File: src/rtl/fixed_pkg.sv
// rtl/fixed_pkg.sv - shared 32-bit signed fixed-point types, limits and the wrapping abs helper
package fixed_pkg;

    localparam int FIXED_W    = 32;
    localparam int FIXED_FRAC = 16;   // Q16.16

    typedef logic signed [FIXED_W-1:0] fixed_t;

    localparam fixed_t FIXED_MIN = 32'sh8000_0000;
    localparam fixed_t FIXED_MAX = 32'sh7FFF_FFFF;

    // Plain two's complement magnitude; FIXED_MIN maps onto itself.
    function automatic fixed_t fixed_abs_wrap(input fixed_t a);
        return a[FIXED_W-1] ? -a : a;
    endfunction

endpackage

File: src/rtl/rr_arbiter.sv
// rtl/rr_arbiter.sv - round-robin arbiter, one-hot grant with a registered rotating pointer
//
// Ports:
//   clk, rst_n  clock and asynchronous active-low reset
//   req[N-1:0]  request vector
//   en          grant enable; no grant and no pointer move while low
//   gnt[N-1:0]  one-hot (or zero) grant, combinational from req/en
//   ptr         current search start; moves to winner+1 whenever a grant is issued
module rr_arbiter #(
    parameter int N  = 4,
    parameter int PW = (N > 1) ? $clog2(N) : 1
) (
    input  logic          clk,
    input  logic          rst_n,
    input  logic [N-1:0]  req,
    input  logic          en,
    output logic [N-1:0]  gnt,
    output logic [PW-1:0] ptr
);

    logic [PW-1:0] ptr_q;
    logic [PW-1:0] ptr_d;
    logic [PW:0]   pos;
    logic [PW:0]   nxt;
    logic          found;

    // Walk the requesters starting at ptr_q, wrapping modulo N, and take the
    // first asserted one. The extra bit on pos/nxt keeps the wrap exact for
    // non power-of-two N.
    always_comb begin
        gnt   = '0;
        ptr_d = ptr_q;
        found = 1'b0;
        pos   = '0;
        nxt   = '0;
        for (int k = 0; k < N; k++) begin
            pos = {1'b0, ptr_q} + (PW+1)'(k);
            if (pos >= (PW+1)'(N)) begin
                pos = pos - (PW+1)'(N);
            end
            if (!found && en && req[pos[PW-1:0]]) begin
                found              = 1'b1;
                gnt[pos[PW-1:0]]   = 1'b1;
                nxt                = pos + 1'b1;
                if (nxt >= (PW+1)'(N)) begin
                    nxt = '0;
                end
                ptr_d = nxt[PW-1:0];
            end
        end
    end

    always_ff @(posedge clk or negedge rst_n) begin
        if (!rst_n) begin
            ptr_q <= '0;
        end else begin
            ptr_q <= ptr_d;
        end
    end

    assign ptr = ptr_q;

endmodule

File: src/rtl/fixed_abs_sched.sv
// rtl/fixed_abs_sched.sv - round-robin shared pipelined fixed-point abs unit (option macro: FIXED_ABS_SAT_EN)
//
// Ports:
//   clk, rst_n   clock and asynchronous active-low reset
//   req_valid    per-requester operand valid
//   req_data     operands, requester i at [32*i+31:32*i]
//   req_ready    one-hot (or zero) accept strobe, combinational from req_valid
//   rsp_valid    result valid
//   rsp_data     |operand|
//   rsp_id       originating requester index
//   rsp_sat      result saturated (only with FIXED_ABS_SAT_EN, else 0)
//   rsp_ready    consumer accepts result
//   busy         any pipeline stage holds a valid entry
//
// FIXED_ABS_SAT_EN: when defined, 0x8000_0000 returns 0x7FFF_FFFF with rsp_sat=1;
// otherwise it wraps to 0x8000_0000 and no saturation logic exists.
module fixed_abs_sched
    import fixed_pkg::*;
#(
    parameter int N_REQ = 4,
    parameter int ID_W  = 2,
    parameter int LAT   = 2
) (
    input  logic                 clk,
    input  logic                 rst_n,
    input  logic [N_REQ-1:0]     req_valid,
    input  logic [N_REQ*32-1:0]  req_data,
    output logic [N_REQ-1:0]     req_ready,
    output logic                 rsp_valid,
    output logic [31:0]          rsp_data,
    output logic [ID_W-1:0]      rsp_id,
    output logic                 rsp_sat,
    input  logic                 rsp_ready,
    output logic                 busy
);

    localparam int PW = (N_REQ > 1) ? $clog2(N_REQ) : 1;

    logic              advance;
    logic [N_REQ-1:0]  gnt;
    logic [PW-1:0]     ptr_unused;

    logic              vld_q [LAT];
    fixed_t            dat_q [LAT];
    logic [ID_W-1:0]   id_q  [LAT];

    fixed_t            sel_data;
    logic [ID_W-1:0]   sel_id;
    fixed_t            abs_data;

    // The whole pipe moves together; a held result freezes every stage and
    // suppresses new grants so nothing is accepted into a stalled pipe.
    assign advance = !rsp_valid || rsp_ready;

    rr_arbiter #(
        .N  (N_REQ),
        .PW (PW)
    ) u_arb (
        .clk   (clk),
        .rst_n (rst_n),
        .req   (req_valid),
        .en    (advance),
        .gnt   (gnt),
        .ptr   (ptr_unused)
    );

    assign req_ready = gnt;

    // gnt is one-hot, so the last match is the only match.
    always_comb begin
        sel_data = '0;
        sel_id   = '0;
        for (int i = 0; i < N_REQ; i++) begin
            if (gnt[i]) begin
                sel_data = req_data[32*i +: 32];
                sel_id   = ID_W'(i);
            end
        end
    end

`ifdef FIXED_ABS_SAT_EN
    logic abs_sat;
    logic sat_q [LAT];

    always_comb begin
        abs_sat  = (sel_data == FIXED_MIN);
        abs_data = abs_sat ? FIXED_MAX : fixed_abs_wrap(sel_data);
    end

    always_ff @(posedge clk or negedge rst_n) begin
        if (!rst_n) begin
            for (int k = 0; k < LAT; k++) begin
                sat_q[k] <= 1'b0;
            end
        end else if (advance) begin
            sat_q[0] <= abs_sat && (|gnt);
            for (int k = 1; k < LAT; k++) begin
                sat_q[k] <= sat_q[k-1];
            end
        end
    end

    assign rsp_sat = sat_q[LAT-1];
`else
    assign abs_data = fixed_abs_wrap(sel_data);
    assign rsp_sat  = 1'b0;
`endif

    // Stage 0 captures the finished abs; later stages are pure delay.
    always_ff @(posedge clk or negedge rst_n) begin
        if (!rst_n) begin
            for (int k = 0; k < LAT; k++) begin
                vld_q[k] <= 1'b0;
                dat_q[k] <= '0;
                id_q[k]  <= '0;
            end
        end else if (advance) begin
            vld_q[0] <= |gnt;
            dat_q[0] <= abs_data;
            id_q[0]  <= sel_id;
            for (int k = 1; k < LAT; k++) begin
                vld_q[k] <= vld_q[k-1];
                dat_q[k] <= dat_q[k-1];
                id_q[k]  <= id_q[k-1];
            end
        end
    end

    always_comb begin
        busy = 1'b0;
        for (int k = 0; k < LAT; k++) begin
            busy = busy | vld_q[k];
        end
    end

    assign rsp_valid = vld_q[LAT-1];
    assign rsp_data  = dat_q[LAT-1];
    assign rsp_id    = id_q[LAT-1];

endmodule
File: config.mk
export PLATFORM = sky130hd
export DESIGN_NAME = fixed_abs_sched
export DESIGN_NICKNAME = d
export VERILOG_FILES = /design/src/rtl/fixed_pkg.sv /design/src/rtl/rr_arbiter.sv /design/src/rtl/fixed_abs_sched.sv
export SDC_FILE = /design/constraint.sdc
export NUM_CORES = 1
export LEC_CHECK = 0
export ABC_AREA = 1
export BUFFER_PORTS_ARGS = -buffer_cell sky130_fd_sc_hd__buf_4
export CAP_MARGIN = 20
export CORE_MARGIN = 10
export CORE_UTILIZATION = 30
export CTS_CLUSTER_DIAMETER = 60
export DETAILED_ROUTE_END_ITERATION = 6
export GPL_TIMING_DRIVEN = 0
export PLACE_DENSITY_LB_ADDON = 0.3
export SYNTH_ARGS = -nofsm -noshare
export SYNTH_HDL_FRONTEND = slang
export SYNTH_HIERARCHICAL = 1
export SYNTH_SLANG_ARGS = --single-unit
File: constraint.sdc
create_clock -name clk -period 4.3 [get_ports clk]
set_input_delay 0.215 -clock clk [delete_from_list [all_inputs] [get_ports clk]]
set_output_delay 0.215 -clock clk [all_outputs]
set_load 0.01 [all_outputs]
# After elaboration in Yosys (flattened, before gate mapping)
# Cells that the tools add are included.
# W data, S select, Z words.
# totals
register_bits	72
output_inout_bits	41
input_bits	135
elab_cells	100
# op_classes
n_bitwise	4
order_cmp	16
muxes	43
n_reduce_logical	18
n_addsub	12
# op_table
cell	n
$mux W32	5
$neg A32 Y32	1
$ge A3 B3 Y1 const B	7
$mux W2	10
$mux W4	4
$add A3 B1 Y3 const B	4
$lt A2 B3 Y1 const B	4
$mux W1	12
$mux W3	4
$or A4 B4 Y4	3
$logic_and A1 B1 Y1	11
$sub A3 B3 Y3 const B	3
$bmux W1 S2	4
$demux W1 S2	4
$ge A2 B1 Y1 const B	4
$add A2 B2 Y3 const B	2
$logic_not A1 Y1	4
$reduce_bool A4 Y1	1
$reduce_or A4 Y1	1
$add A2 B1 Y3 const B	1
$ge A2 B3 Y1 const B	1
$sub A2 B3 Y3 const B	1
$logic_or A1 B1 Y1	1
$or A1 B1 Y1	1

# Depth between registers and ports, before layout
# Gate-level depths: netlist of run 1.
# depth
ltp_word	24
ltp_mapped	28
mapped_depth_nobuf	26

# By module
# Netlist of run 1, hierarchy kept.
# modules_own_cells
mod	seq_area_each_um2	area_per_inst_um2	cells_each	n_inst
fixed_abs_sched	1751.7	5341.4	776	1
rr_arbiter	50.0	539.3	91	1

# Worst setup path before layout of run 1
# OpenSTA, ideal clock, no wires.
# synth_path
path_kind	register to register
from	register u_arb.ptr_q[0] (netlist: u_arb/ptr[0])
to	register dat_q[62] in the netlist's numbering
slack_ns	0.547
setup_time_ns	0.117
n_path_buf	2
arrival_time_ns	3.636
synth_period_minus_slack_ns	3.753
required_time_ns	4.183
stages_incl_launch_ff	26
path_cell_list	dfrtp_1 > inv_2 > ha_1 > inv_1 > nand3_1 > nand2_1 > nand3_4 > nor2_4 > inv_2 > o21ai_0 > nor2_4 > buf_6 > nand2_1 > nor2_1 > nor2_1 > nand2_1 > inv_1 > ha_1 > nand2_1 > nor2_2 > nand3_2 > nand2_4 > buf_6 > nand4_1 > nand3_1 > nand2_1
# synth_between
elab_cells_between_ends	69
classes_between	8 x add/sub; 12 x order compare; 32 x mux; 3 x bitwise; 14 x reduce/logical
# synth_rtl
item	line_no	source
from (decl)	rr_arbiter.sv:21	logic [PW-1:0] ptr_q;
from (signal assigned)	rr_arbiter.sv:57	ptr_q <= ptr_d;
parallel branches: the longest is 17 deep, another holds $add A2 B1 Y3	-	
$mux W4 (*)	rr_arbiter.sv:41	if (!found && en && req[pos[PW-1:0]]) begin
net req_ready[1]	fixed_abs_sched.sv:28	output logic [N_REQ-1:0] req_ready,
$mux W32 (*) (3 in series)	fixed_abs_sched.sv:74	if (gnt[i]) begin
$neg A32 Y32	fixed_pkg.sv:14	return a[FIXED_W-1] ? -a : a;
$mux W32 (*)	fixed_pkg.sv:14	
to (signal, indexed assignment)	fixed_abs_sched.sv:123	dat_q[k] <= dat_q[k-1];
to (decl)	fixed_abs_sched.sv:44	fixed_t dat_q [LAT];
# Mark *: on every way through the listed nets, which the timed path passes. The select of a mux whose other input is x is not followed.
# A chain may end at the register's enable or synchronous reset.

# Final worst setup path of run 1
# layout_path
from	register u_arb.ptr_q[0] (netlist: u_arb/ptr[0])
to	register dat_q[48] in the netlist's numbering
# layout_between
elab_chain_len	24
elab_cells_between_ends	69
classes_between	8 x add/sub; 12 x order compare; 32 x mux; 3 x bitwise; 14 x reduce/logical
# layout_rtl
item	line_no
parallel branches: the longest is 17 deep, another holds $add A2 B1 Y3	-
$mux W4 (*)	rr_arbiter.sv:41
$mux W32 (3 in series)	fixed_abs_sched.sv:74
$mux W32 (*)	fixed_abs_sched.sv:74
$neg A32 Y32	fixed_pkg.sv:14
$mux W32 (*)	fixed_pkg.sv:14
# Every way passes the cells marked *. The select of a mux whose other input is x is not followed.

==> results of run 1 <==
-- final timing paths --
kind / from / to / slack (ps) / cells past startpoint
worst max-delay path: u_arb/ptr[0] / dat_q[48] / 320 / 27
min in group clk: req_data[30] / dat_q[62] / 320 / 6
max in group asynchronous: rst_n / u_arb/ptr[0] / 3630 / 1
worst max register to register: u_arb/ptr[0] / dat_q[48] / 320 / 27
worst min register to register: dat_q[58] / rsp_data[26] / 460 / 2
worst min-delay path: rst_n / rsp_data[23] / 20 / 1
-- per-stage QoR --
stage	TNS, ps	instances	cell area, um^2	util, %	hold WS (ps)
floorplan	0	867	5881	-	-80.59
global placement	-1726	1306	7518	38.76	410.8
detailed placement	-2885	1306	7518	38.76	410.1
global route	0	1325	7873	40.58	82.97
finish	0	1325	7873	40.58	20.09
CTS	0	1322	7820	40.31	53.50
-- synth_stat cells, drive strengths merged --
cell / instances / area [um^2]
a21boi: 1 / 7.510
a21o: 1 / 7.510
a21oi: 17 / 126.4
a22oi: 4 / 30.03
and2: 1 / 6.260
buf: 61 / 508.0
clkbuf: 12 / 45.04
clkinv: 3 / 11.26
conb: 1 / 3.750
dfrtp: 72 / 1802
ha: 6 / 75.07
inv: 59 / 226.5
nand2: 371 / 1443
nand3: 116 / 708.2
nand3b: 12 / 102.6
nand4: 12 / 75.07
nor2: 68 / 389.1
nor3: 1 / 5.000
o211ai: 1 / 7.510
o21ai: 34 / 185.2
o221ai: 1 / 8.760
o31ai: 3 / 27.52
or2: 3 / 18.77
xnor2: 3 / 26.28
xor2: 4 / 35.03
-- final cells by class --
type                    count  area [um^2]
flip-flops and latches     72         1804
plain buffers              73        554.3
clock buffers              13        260.3
multi-input cells         660         3301
repair buffers            177         1341
fillers                  2141        11530
well taps                 265        331.6
inverters                  62        240.2
clock inverters             3        40.04
-- state kept, by name (all words and copies together), names as in the netlist --
signal     cells
u_arb/ptr      2
dat_q         32
rsp_valid      1
vld_q          1
rsp_id         2
id_q           2
rsp_data      32
-- metal layers --
metal  vias to the layer above  wire length (um)  track usage, %
met5                         -                 0               0
met4                         0               349           4.174
met3                        26              1618           5.090
met2                       206              8558           22.78
met1                      2647              9468           20.34
li1                       3104                 -               -
-- worst max-delay path, cell delays in order (launching register included) --
cell and delay (ps):
dfrtp_2 460, inv_4 90, ha_1 360, inv_1 140
nand3_1 90, nand2_1 130, nand3_4 110, nor2_2 210
a22oi_1 100, nand2_1 280, inv_2 80, nor2_4 240
buf_6 200, nand2_1 60, nor2_1 90, nor2_1 50
nand2_1 110, inv_1 90, ha_1 210, nand2_1 80
nor2_2 50, nand3_2 90, nand2_4 100, buf_6 160
nand2_1 50, nand2_1 50, nand3_1 100, nand2_1 60
-- kinds of logic after synthesis --
group / after synthesis
XOR/XNOR: 7
AND/OR/NAND/NOR: 584
AO/OA/AOI/OAI: 62
adder cells (fa/ha/maj): 6
flip-flops: 72
buffers and inverters: 135
other: 1
-- repair_timing --
item,CTS,global route
resized for setup,2,8
setup endpoints to repair,21,28
setup buffers,0,3
pin swaps,0,1
==> results.py, run 1 <==
metrics = {
    "outcome": {
        "status": "completed",
    },
    "timing": {
        "slew_viol_final": 0,
        "hold_viol": 0,
        "slew-limit-headroom_pct": 39.16,
        "post-route-min-period_ps": 3984,
        "fin_crit_sh_pct": 92.66,
        "rsz0062_at_grt": "false",
        "worst_pin_slew_ps": 912.6,
        "fin_ws_ps": 315.6,
        "setup_viol": 0,
        "fmax_mhz": 251.0,
        "fin_skew_ps": 4.026,
    },
    "detailed_routing": {
        "via_per_inst": 4.515,
        "vias": 5983,
        "drt_iter0_markers": 379,
        "drc": 0,
        "wl_um": 19990,
        "ant_nets": 0,
        "avgRoutedWirePerCell_um": 15.09,
        "dr.pass1.iters": 5,
    },
    "critical_path": {
        "crit_fanout": 10,
        "crit_path_start_kind": "flop",
        "cp.arrival_ps": 4200,
        "path_class": "flop to flop",
        "critical_path.endpoint_type": "flop",
        "worstPathRequired_ps": 4520,
    },
    "yosys": {
        "synth-compound-area-share_pct": 6.809,
        "synth_fa_ha_area_share_pct": 1.277,
        "seq_area_frac_synth_pct": 30.64,
        "yosys.area_share.simple_pct": 46.72,
        "synthMuxAreaShare_pct": 0,
        "synth_top_family_by_area": "simple AND/OR/NAND/NOR gates",
        "synth_xor_xnor_area_share_pct": 1.043,
        "yosysUniqueCellTypes": 44,
        "ys.warnings.count": 6,
        "synth_cells": 867,
        "syn_nets": 1008,
        "synthesis.area_mm2": 0.005881,
        "synth.ff_latch_count": 72,
        "avgSynthCellArea_um2": 6.783,
    },
    "floorplan": {
        "initial_utilization_pct": 30.31,
        "fp.dieArea_mm2": 0.02560,
        "ios": 176,
        "fp.dieH_um": 160.0,
        "std_cell_rows": 51,
        "die_w_um": 160.0,
        "coreArea_mm2": 0.01940,
    },
    "clocking": {
        "cts.sinks": 72,
        "htree_levels": 3,
        "worstSkewPairLatency_ps": 330,
        "cts_inserted_buffers": 9,
        "cts-root-buf": "clkbuf_16",
        "cts_tree": "yes",
        "clockBufferDepth": 2,
        "cts.clk_slew.worst_paths_ps": 60,
        "hold_buffers": 0,
    },
    "finish": {
        "finalNetCount": 1196,
        "drive_gt1_share_pct": 32.55,
        "area_growth_pct": 33.87,
        "final_common_cell": "nand2_1",
        "diodes": 0,
        "layout_common_cells": "nand2_1 (357), buf_4 (213), nand3_1 (92)",
    },
    "grt": {
        "first_global_vias": 5888,
        "grt_overflow": 0,
        "grt_max_degree": 73,
        "antenna_found_initial": 0,
        "grt_pass1_wl_um": 31800,
        "grtUsageTotal_pct": 15.19,
    },
    "placement": {
        "place_worst_setup_slack_ps": -301.6,
        "portBuffers": 174,
        "gp_congestion": 0.8797,
        "post-dp-hpwl_um": 16440,
    },
    "flow_run": {
        "maxCapViolations": 0,
    },
    "hold_path": {
        "min_path_type": "input port to async pin",
    },
}
Power of run 1 is left out: the tool's default activity adds up to more than one toggle a clock period on the data nets, which glitch-free logic cannot reach.
==> run 2, diff against run 1 <==
--- a/config.mk
+++ b/config.mk
@@ -9,7 +9,7 @@
 export BUFFER_PORTS_ARGS = -buffer_cell sky130_fd_sc_hd__buf_4
 export CAP_MARGIN = 20
 export CORE_MARGIN = 10
-export CORE_UTILIZATION = 30
+export CORE_UTILIZATION = 49
 export CTS_CLUSTER_DIAMETER = 60
 export DETAILED_ROUTE_END_ITERATION = 6
 export GPL_TIMING_DRIVEN = 0
==> run 2 against run 1 <==
Compared with the run above: die area is 34% lower; maximum frequency is 2.9% higher; hold slack worse by 17 ps; register-to-register slack better by 110 ps; non-clock buffer count is 3 higher; wire length is 6.7% lower; setup slack better by 110 ps; final area is 2.1% lower; critical path type unchanged.
==> results.py, run 2 (synthesized netlist as in run 1, its figures left out) <==
metrics = {
    "outcome": {
        "status": "completed",
    },
    "floorplan": {
        "std_cell_rows": 39,
        "die_w_um": 129.6,
        "fp.dieArea_mm2": 0.01678,
        "ios": 176,
        "coreArea_mm2": 0.01156,
        "fp.dieH_um": 129.6,
        "initial_utilization_pct": 50.85,
    },
    "detailed_routing": {
        "wl_um": 18650,
        "vias": 6069,
        "drt_iter0_markers": 487,
        "ant_nets": 0,
        "dr.pass1.iters": 5,
        "avgRoutedWirePerCell_um": 15.49,
        "drc": 0,
        "via_per_inst": 5.041,
    },
    "timing": {
        "fin_skew_ps": 3.056,
        "fmax_mhz": 258.2,
        "fin_crit_sh_pct": 90.05,
        "slew-limit-headroom_pct": 41.82,
        "worst_pin_slew_ps": 872.7,
        "hold_viol": 0,
        "slew_viol_final": 0,
        "post-route-min-period_ps": 3872,
        "setup_viol": 0,
    },
    "placement": {
        "post-dp-hpwl_um": 14960,
        "portBuffers": 174,
        "dpl-instance-area_mm2": 0.007366,
        "gp_congestion": 0.9727,
    },
    "clocking": {
        "cts.sinks": 72,
        "hold_buffers": 0,
        "cts.clk_slew.worst_paths_ps": 50,
        "clockBufferDepth": 2,
        "cts_tree": "yes",
        "htree_levels": 3,
        "cts_inserted_buffers": 9,
        "worstSkewPairLatency_ps": 320,
        "cts-root-buf": "clkbuf_16",
    },
    "grt": {
        "grt_overflow": 0,
        "grtUsageTotal_pct": 21.98,
        "grt_max_degree": 73,
        "first_global_vias": 5882,
        "antenna_found_initial": 0,
        "grt_pass1_wl_um": 29570,
    },
    "critical_path": {
        "r2r_end": "dat_q[60]",
        "cp.arrival_ps": 4080,
        "reg2reg_depth": 25,
        "rr_startpoint": "rsp_valid",
        "ff2ff_setup_slack_ps": 430,
        "crit_path_start_kind": "flop",
        "path_class": "flop to flop",
        "worstPathRequired_ps": 4510,
        "critical_path.endpoint_type": "flop",
        "crit_fanout": 14,
    },
    "finish": {
        "nFillCells": 1068,
        "area_growth_pct": 31.00,
        "drive_gt1_share_pct": 32.61,
        "layout_common_cells": "nand2_1 (357), buf_4 (217), nand3_1 (92)",
        "finalNetCount": 1199,
        "post-route-cell-area_mm2": 0.007704,
        "diodes": 0,
        "final_common_cell": "nand2_1",
    },
    "hold_path": {
        "min_path_type": "input port to async pin",
    },
    "flow_run": {
        "maxCapViolations": 0,
    },
}
## run 2: cell count changes in the layout (fill, tap and decap cells not counted)
cell,previous run,this run
buf_4,213,217
clkinv_2,2,0
buf_12,1,0
bufinv_16,1,0
clkbuf_8,2,3
clkinv_1,2,3
inv_1,50,49
## run 2: worst max-delay path by stage
stage	cells past startpoint	slack, ps	from	to
5_1_grt	25	-10	rsp_valid	dat_q[62]
2_1_floorplan	25	550	u_arb/ptr[0]	dat_q[62]
3_3_place_gp	25	-90	u_arb/ptr[0]	dat_q[56]
3_5_place_dp	24	-120	rsp_valid	dat_q[62]
4_1_cts	24	40	rsp_valid	dat_q[62]
6_report	25	430	rsp_valid	dat_q[60]
## run 2: final cells by class
class / instances / area, um^2 / area share, %
multi-input cells: 660 / 3301 / 42.85
flip-flops and latches: 72 / 1804 / 23.42
clock buffers: 14 / 274.0 / 3.557
plain buffers: 73 / 554.3 / 7.195
repair buffers: 180 / 1351 / 17.54
well taps: 143 / 178.9 / 2.323
inverters: 62 / 240.2 / 3.118
## run 2: metal layers
layer	global-route usage, %	wire length (um)	up-vias
met5	0	0	-
met4	5.952	210	0
met3	7.993	2017	16
met2	35.36	8532	236
met1	27.33	7890	2717
li1	-	-	3100
## run 2: through the flow
step | util (%) | worst slack, ps | hold slack (ps) | instances | TNS (ps)
after global placement | 63.69 | -88.05 | 381.2 | 1184 | -352.0
after CTS | 66.06 | 43.06 | 32.41 | 1198 | 0
after global routing | 66.61 | -10.19 | 71.47 | 1204 | -11.76
final | 66.61 | 427.7 | 3.127 | 1204 | 0
after floorplan | - | 546.6 | -80.59 | 867 | 0
after detailed placement | 63.69 | -124.5 | 379.4 | 1184 | -716.2
## run 2: what timing repair did
action / 4_1_cts / 5_1_grt
setup endpoints to repair: 9 / 27
pin swaps: 0 / 1
buffers inserted: 0 / 6
cloned: 0 / 0
gates resized for setup: 1 / 10
## run 2: worst max-delay path, cell delays in order, from the launching register on
cell      delay, ps
dfrtp_1         340
inv_1            60
nor2_2          260
clkinv_1        270
buf_2           310
nand3_2         170
inv_1            80
a22oi_1         240
nand2_1         240
inv_2           120
nor2_4           70
buf_6           170
nand2_1          50
nor2_1           40
nor2_1           80
nand2_1          90
inv_1           100
ha_1            160
nand2_1          60
nor2_2          140
nand3_2         120
nand2_4         130
buf_6           150
nand4_1          80
nand3_1         130
nand2_1          60
Power of run 2 is left out for the same reason.
==> run 3, diff against run 2 <==
--- a/config.mk
+++ b/config.mk
@@ -10,10 +10,11 @@
 export CAP_MARGIN = 20
 export CORE_MARGIN = 10
 export CORE_UTILIZATION = 49
-export CTS_CLUSTER_DIAMETER = 60
+export CTS_CLUSTER_DIAMETER = 30
 export DETAILED_ROUTE_END_ITERATION = 6
 export GPL_TIMING_DRIVEN = 0
-export PLACE_DENSITY_LB_ADDON = 0.3
+export PLACE_DENSITY_LB_ADDON = 0.25
+export SLEW_MARGIN = 20
 export SYNTH_ARGS = -nofsm -noshare
 export SYNTH_HDL_FRONTEND = slang
 export SYNTH_HIERARCHICAL = 1
==> run 3 against run 2 <==
Compared with the run above: sequential share of layout area about the same; critical endpoint is now dat_q[58]; clock skew grew 2.4 ps; die area did not move.
==> results.py, run 3 (synthesized netlist as in run 1, its figures left out) <==
metrics = {
    "finish": {
        "drive_gt1_share_pct": 32.45,
        "layout_common_cells": "nand2_1 (357), buf_4 (211), nand3_1 (92)",
        "finalNetCount": 1193,
        "fin_cells": 1200,
        "diodes": 0,
        "final_common_cell": "nand2_1",
        "area_growth_pct": 30.98,
    },
    "placement": {
        "gp_congestion": 0.9253,
        "place_inst": 1184,
        "portBuffers": 174,
        "post-dp-hpwl_um": 15080,
    },
    "critical_path": {
        "crit_fanout": 10,
        "path_class": "flop to flop",
        "cp.arrival_ps": 4150,
        "worstPathRequired_ps": 4520,
        "rr_startpoint": "u_arb/ptr[0]",
        "crit_path_start_kind": "flop",
        "critical_path.endpoint_type": "flop",
        "critPathLaunch": "u_arb/ptr[0]",
    },
    "timing": {
        "fin_crit_sh_pct": 91.44,
        "slew_viol_final": 0,
        "slew-limit-headroom_pct": 42.00,
        "hold_viol": 0,
        "post-route-min-period_ps": 3932,
        "fin_skew_ps": 5.436,
        "worst_pin_slew_ps": 869.9,
        "setup_viol": 0,
        "rsz0062_at_grt": "false",
        "fmax_mhz": 254.3,
    },
    "detailed_routing": {
        "drt_iter0_markers": 445,
        "wl_um": 18820,
        "dr.pass1.iters": 5,
        "via_per_inst": 5.025,
        "drc": 0,
        "ant_nets": 0,
        "vias": 6030,
        "avgRoutedWirePerCell_um": 15.68,
    },
    "grt": {
        "grt_max_degree": 73,
        "grt_pass1_wl_um": 30360,
        "grt_overflow": 0,
        "grtUsageTotal_pct": 22.44,
        "first_global_vias": 5883,
        "antenna_found_initial": 0,
    },
    "clocking": {
        "cts_inserted_buffers": 9,
        "htree_levels": 3,
        "cts.sinks": 72,
        "cts_tree": "yes",
        "clockBufferDepth": 2,
        "worstSkewPairLatency_ps": 330,
        "cts.clk_slew.worst_paths_ps": 60,
        "cts-root-buf": "clkbuf_16",
    },
    "floorplan": {
        "std_cell_rows": 39,
        "fp.dieArea_mm2": 0.01678,
        "die_w_um": 129.6,
        "fp.dieH_um": 129.6,
        "ios": 176,
        "coreArea_mm2": 0.01156,
        "initial_utilization_pct": 50.85,
    },
    "flow_run": {
        "maxCapViolations": 0,
    },
    "outcome": {
        "status": "completed",
    },
    "hold_path": {
        "min_path_type": "input port to async pin",
    },
}
run 3: final cells by class:
| cell class | instances | area (um^2) |
|---|---|---|
| Buffer | 73 | 554.3 |
| Clock buffer | 9 | 225.2 |
| Clock inverter | 7 | 95.09 |
| Fill cell | 1052 | 3862 |
| Inverter | 62 | 237.7 |
| Multi-Input combinational cell | 660 | 3301 |
| Sequential cell | 72 | 1804 |
| Tap cell | 143 | 178.9 |
| Timing Repair Buffer | 174 | 1306 |
run 3: routing by layer:
metal	up-vias	wire (um)	global-route usage [%]
li1	3106	-	-
met1	2676	8094	28.42
met2	230	8394	35.42
met3	18	2047	8.646
met4	0	284	5.357
met5	-	0	0
run 3: stage by stage:
step	setup slack [ps]	util, %	area (um^2)	hold slack [ps]	TNS (ps)
finish	368.2	66.60	7702	0.1258	0
CTS	31.15	66.46	7686	35.72	0
floorplan	546.6	-	5881	-80.59	0
detailed placement	-68.90	63.69	7366	387.7	-350.3
global route	16.65	66.60	7702	57.67	0
global placement	-66.52	63.69	7366	380.9	-322.0
run 3: what timing repair did:
item                       CTS  global route
setup buffers                0             0
gates resized for setup      1             7
hold buffers                 0             0
setup endpoints to repair    9            27
run 3: worst max-delay path, stage by stage (launching register included):
cell and delay (ps):
dfrtp_2 460, inv_2 180, ha_1 310, inv_1 130, nand3_1 80, nand2_1 120, nand3_4 110, nor2_4 180
inv_2 80, o211ai_1 250, buf_6 220, nor2_8 60, buf_6 150, nand2_1 70, nor2_1 40, nor2_1 90
nand2_1 100, inv_1 130, ha_1 170, nand2_1 60, nor2_2 130, nand3_2 110, nand2_4 140, buf_6 160
nand4_1 80, nand3_1 130, nand2_1 60
run 3: final timing paths:
kind | endpoint | slack, ps | cells after the start
setup / recovery | dat_q[58] | 370 | 26
hold reg to reg | rsp_data[22] | 470 | 2
max in group asynchronous | u_arb/ptr[0] | 3700 | 1
hold / removal | rsp_data[3] | 0.1 | 1
min in group clk | dat_q[50] | 320 | 6
setup reg to reg | dat_q[58] | 370 | 26
Power of run 3 is left out for the same reason.
